==> src/rtl/stream_demux_1_to_n.sv <==
// Registered 1-to-N stream demultiplexer with per-channel holding slots,
// broadcast mode and sticky out-of-range select detection with a drop counter.
module stream_demux_1_to_n #(
    parameter int WIDTH = 8,
    parameter int N     = 4,
    parameter int SEL_W = 2
) (
    input  logic               clk,
    input  logic               rst,
    input  logic [WIDTH-1:0]   in_data,
    input  logic               in_valid,
    output logic               in_ready,
    input  logic [SEL_W-1:0]   select,
    input  logic               broadcast,
    output logic [N*WIDTH-1:0] out_data,
    output logic [N-1:0]       out_valid,
    input  logic [N-1:0]       out_ready,
    input  logic               err_clr,
    output logic               err_sel,
    output logic [7:0]         drop_count
);

    typedef enum logic {
        SLOT_EMPTY = 1'b0,
        SLOT_FULL  = 1'b1
    } slot_state_t;

    localparam int              SEL_SPAN = 1 << SEL_W;
    localparam logic [SEL_W:0]  N_LIMIT  = (SEL_W + 1)'(N);
    localparam logic [7:0]      CNT_MAX  = 8'hFF;

    logic [N-1:0]        slot_free;
    logic [N-1:0]        load;
    logic [SEL_SPAN-1:0] free_ext;
    logic                sel_in_range;
    logic                accept;
    logic                drop;

    logic                err_sel_reg;
    logic                err_sel_next;
    logic [7:0]          drop_count_reg;
    logic [7:0]          drop_count_next;

    assign slot_free    = ~out_valid | out_ready;
    // Zero-extend so any select value indexes safely when N < 2**SEL_W.
    assign free_ext     = SEL_SPAN'(slot_free);
    assign sel_in_range = ({1'b0, select} < N_LIMIT);

    always_comb begin
        in_ready = 1'b0;
        if (rst) begin
            in_ready = 1'b0;
        end else if (broadcast) begin
            in_ready = &slot_free;
        end else if (sel_in_range) begin
            in_ready = free_ext[select];
        end else begin
            in_ready = 1'b1;
        end
    end

    assign accept = in_valid & in_ready;
    assign drop   = accept & ~broadcast & ~sel_in_range;

    generate
        for (genvar gi = 0; gi < N; gi++) begin : g_slot
            slot_state_t      state_reg;
            slot_state_t      state_next;
            logic [WIDTH-1:0] data_reg;
            logic [WIDTH-1:0] data_next;

            assign load[gi] = accept &
                              (broadcast | (sel_in_range & (select == SEL_W'(gi))));

            always_comb begin
                state_next = state_reg;
                data_next  = data_reg;
                if (load[gi]) begin
                    state_next = SLOT_FULL;
                    data_next  = in_data;
                end else if ((state_reg == SLOT_FULL) && out_ready[gi]) begin
                    // Drained slots return to zero so idle outputs never show stale data.
                    state_next = SLOT_EMPTY;
                    data_next  = '0;
                end
            end

            always_ff @(posedge clk) begin
                if (rst) begin
                    state_reg <= SLOT_EMPTY;
                    data_reg  <= '0;
                end else begin
                    state_reg <= state_next;
                    data_reg  <= data_next;
                end
            end

            assign out_valid[gi]                 = (state_reg == SLOT_FULL);
            assign out_data[gi*WIDTH +: WIDTH]   = data_reg;
        end
    endgenerate

    // A drop arriving with err_clr counts as the first event after the clear.
    always_comb begin
        err_sel_next    = err_sel_reg;
        drop_count_next = drop_count_reg;
        if (drop) begin
            err_sel_next = 1'b1;
            if (err_clr) begin
                drop_count_next = 8'd1;
            end else if (drop_count_reg != CNT_MAX) begin
                drop_count_next = drop_count_reg + 8'd1;
            end
        end else if (err_clr) begin
            err_sel_next    = 1'b0;
            drop_count_next = 8'd0;
        end
    end

    always_ff @(posedge clk) begin
        if (rst) begin
            err_sel_reg    <= 1'b0;
            drop_count_reg <= 8'd0;
        end else begin
            err_sel_reg    <= err_sel_next;
            drop_count_reg <= drop_count_next;
        end
    end

    assign err_sel    = err_sel_reg;
    assign drop_count = drop_count_reg;

endmodule

==> config.mk <==
export PLATFORM = sky130hd
export DESIGN_NAME = stream_demux_1_to_n
export DESIGN_NICKNAME = d
export VERILOG_FILES = /design/src/rtl/stream_demux_1_to_n.sv
export SDC_FILE = /design/constraint.sdc
export NUM_CORES = 1
export LEC_CHECK = 0
export CAP_MARGIN = 0
export CORE_ASPECT_RATIO = 0.8
export CORE_UTILIZATION = 45
export DETAILED_ROUTE_END_ITERATION = 16
export PLACE_DENSITY = 0.85
export SYNTH_ARGS = -nofsm -noshare
export SYNTH_HDL_FRONTEND = slang
export SYNTH_SLANG_ARGS = --single-unit
export TNS_END_PERCENT = 30
==> constraint.sdc <==
create_clock -name clk -period 4.6 [get_ports clk]
set_input_delay 0.92 -clock clk [delete_from_list [all_inputs] [get_ports clk]]
set_output_delay 0.92 -clock clk [all_outputs]
set_load 0.01 [all_outputs]
==> impl_metrics.tcl <==
set metrics [dict create \
    status "finished, final reports clean" \
    vdd_drop_max_uv 247 \
    dr.pass1.iters 4 \
    maxSlewViolCount 0 \
    start_util 0.485 \
    overflow 0 \
    synth-async-reset-ratio 0 \
    clockRootBuffer "clkbuf_8" \
    clock-skew-final_ns 0.00318 \
    fin_setup_tns_ns 0 \
    largest_reg_flops 32 \
    period_share 0.807 \
    antenna_cells 0 \
    yosysSeqAreaShare 0.471 \
    yosys_warnings 0 \
    p_leak_nw 0.812 \
    postCtsSetupBuffers 0 \
    finalCriticalPeriod_ns 3.71 \
    ys_ff_latch 36 \
    final_common_cell "clkdlybuf4s50_1" \
    endpoint_kind "output port" \
    drc 0 \
    yosysTopAreaCell "dfxtp_1" \
    final_nets 229 \
    cts_max_level 2 \
    cap_violations 0 \
    clockBufferDepth 2 \
    postCtsHoldBufs 0 \
    vias_per_cell 4.94 \
    startpoint_type "input pin" \
    synthTopCellsByArea "dfxtp_1 (47%), mux2i_1 (21%), nand2_1 (8.3%), buf_4 (6.4%), nand2b_1 (3.7%)" \
    io_pins 65 \
    drt_iter0_drc 52 \
    vias 1239 \
    track_usage 0.208 \
    cts_resized 0 \
    powerDensity_nw_per_um2 336 \
    setup_viol_count_final 0 \
    cts_tree "built" \
    core-area_um2 3150 \
    die_w_um 67.2 \
    area_growth_pct 43.5 \
    grt_pass1_vias 1186 \
    gp_congestion 0.755 \
    io_buffers 54 \
    yosys.area.top_type_share 0.471 \
    rsz0062_at_grt "no" \
    fp.dieArea_um2 3640 \
    die_h_um 54.2 \
    dp_slack_ns 0.881 \
    antenna_found_initial 0 \
    clk_pin_slew_ns 0.07 \
    final_cell_mix "clkdlybuf4s50_1 (54), dfxtp_1 (36), nand2_1 (34)" \
    worst_pin_slew_ns 0.697 \
    clock_latency_ns 0.28 \
    finalWorstSetupSlack_ns 0.888 \
    syn_area_um2 1530 \
    required_ns 3.68 \
    fin_total_pwr_mw 0.738 \
    cts.sinks 36 \
    synth_edf_count 0 \
    synth_flop_cell "dfxtp_1" \
    dp_hpwl_um 2560 \
    detail_route.wl_per_cell_um 13.7 \
    crit_fanout 6 \
    path_class "input pin to output port" \
    grt_start_max_net_pins 18 \
    drt-total-wl_um 3440 \
    syn_area_per_cell_um2 9.87 \
    synth_cells 155 \
    hold_path.class "flip-flop to flip-flop" \
    drtAntennaViolNets 0 \
    grt_pass1_wl_um 5400 \
    drive_gt1_frac 0.0853 \
    fmax_ghz 0.269 \
    numCtsBuffers 5 \
    hold_viol 0 \
    rows 18 \
    slew_headroom 0.532 \
    post_synth_num_cell_types 22 \
    critPathArrivalTime_ns 2.79 \
]
[path summary, 6_finish.rpt]
path,startpoint,end,slack (ns),cells after the start
max,select[0],in_ready,0.89,6
min,g_slot[3].data_reg[3]$_SDFFE_PP0P_,g_slot[3].data_reg[3]$_SDFFE_PP0P_,0.46,2
max reg2reg,g_slot[3].state_reg$_SDFFE_PP0P_,g_slot[2].data_reg[0]$_SDFFE_PP0P_,2.67,5
min reg2reg,g_slot[3].data_reg[3]$_SDFFE_PP0P_,g_slot[3].data_reg[3]$_SDFFE_PP0P_,0.46,2
[routing by layer]
layer	track usage	vias up	wire length, um
met1	0.261	579	1620
met2	0.342	45	1580
met5	0	-	0
met4	0.0745	0	34
met3	0.0572	5	200
li1	-	610	-
[metrics by stage]
step | cells | hold slack [ns] | util | area (um2)
floorplan | 163 | 0.479 | - | 1560
global placement | 243 | 0.442 | 0.656 | 2070
detailed placement | 243 | 0.447 | 0.656 | 2070
CTS | 251 | 0.462 | 0.696 | 2200
global route | 251 | 0.482 | 0.696 | 2200
finish | 251 | 0.457 | 0.696 | 2200
[power by group]
part / total (mW) / internal, mW / switching, mW
Combinational: 0.108 / 0.0575 / 0.0503
Sequential: 0.334 / 0.326 / 0.00789
Clock: 0.296 / 0.191 / 0.105
[critical path, stage by stage]
cell and delay, ns:
clkdlybuf4s50_1 0.51, inv_1 0.07, a21oi_1 0.32, o21ai_1 0.29
nor2_1 0.15, clkdlybuf4s50_1 0.54
[synthesized netlist by cell type (all sizes together), types with 2 or more instances]
cell / count
o21ba: 3
inv: 2
a21oi: 6
nand2: 34
nand2b: 9
dfxtp: 36
mux2i: 32
buf: 16
o21bai: 2
nor4: 2
nor2b: 5
[kinds of logic after synthesis]
family / synth area share
AO/OA/AOI/OAI: 0.0662
other: 0.00245
AND/OR/NAND/NOR: 0.170
multiplexers: 0.209
buffers and inverters: 0.0809
flip-flops: 0.471
[area by class of cell]
| cell class | instances | area [um2] |
|---|---|---|
| fillers | 227 | 957 |
| multi-input cells | 108 | 728 |
| flip-flops and latches | 36 | 721 |
| repair buffers | 57 | 563 |
| clock buffers | 7 | 96.3 |
| well taps | 40 | 50.0 |
| clock inverters | 1 | 30.0 |
| inverters | 2 | 7.51 |
(Power assumes the default switching activity.)
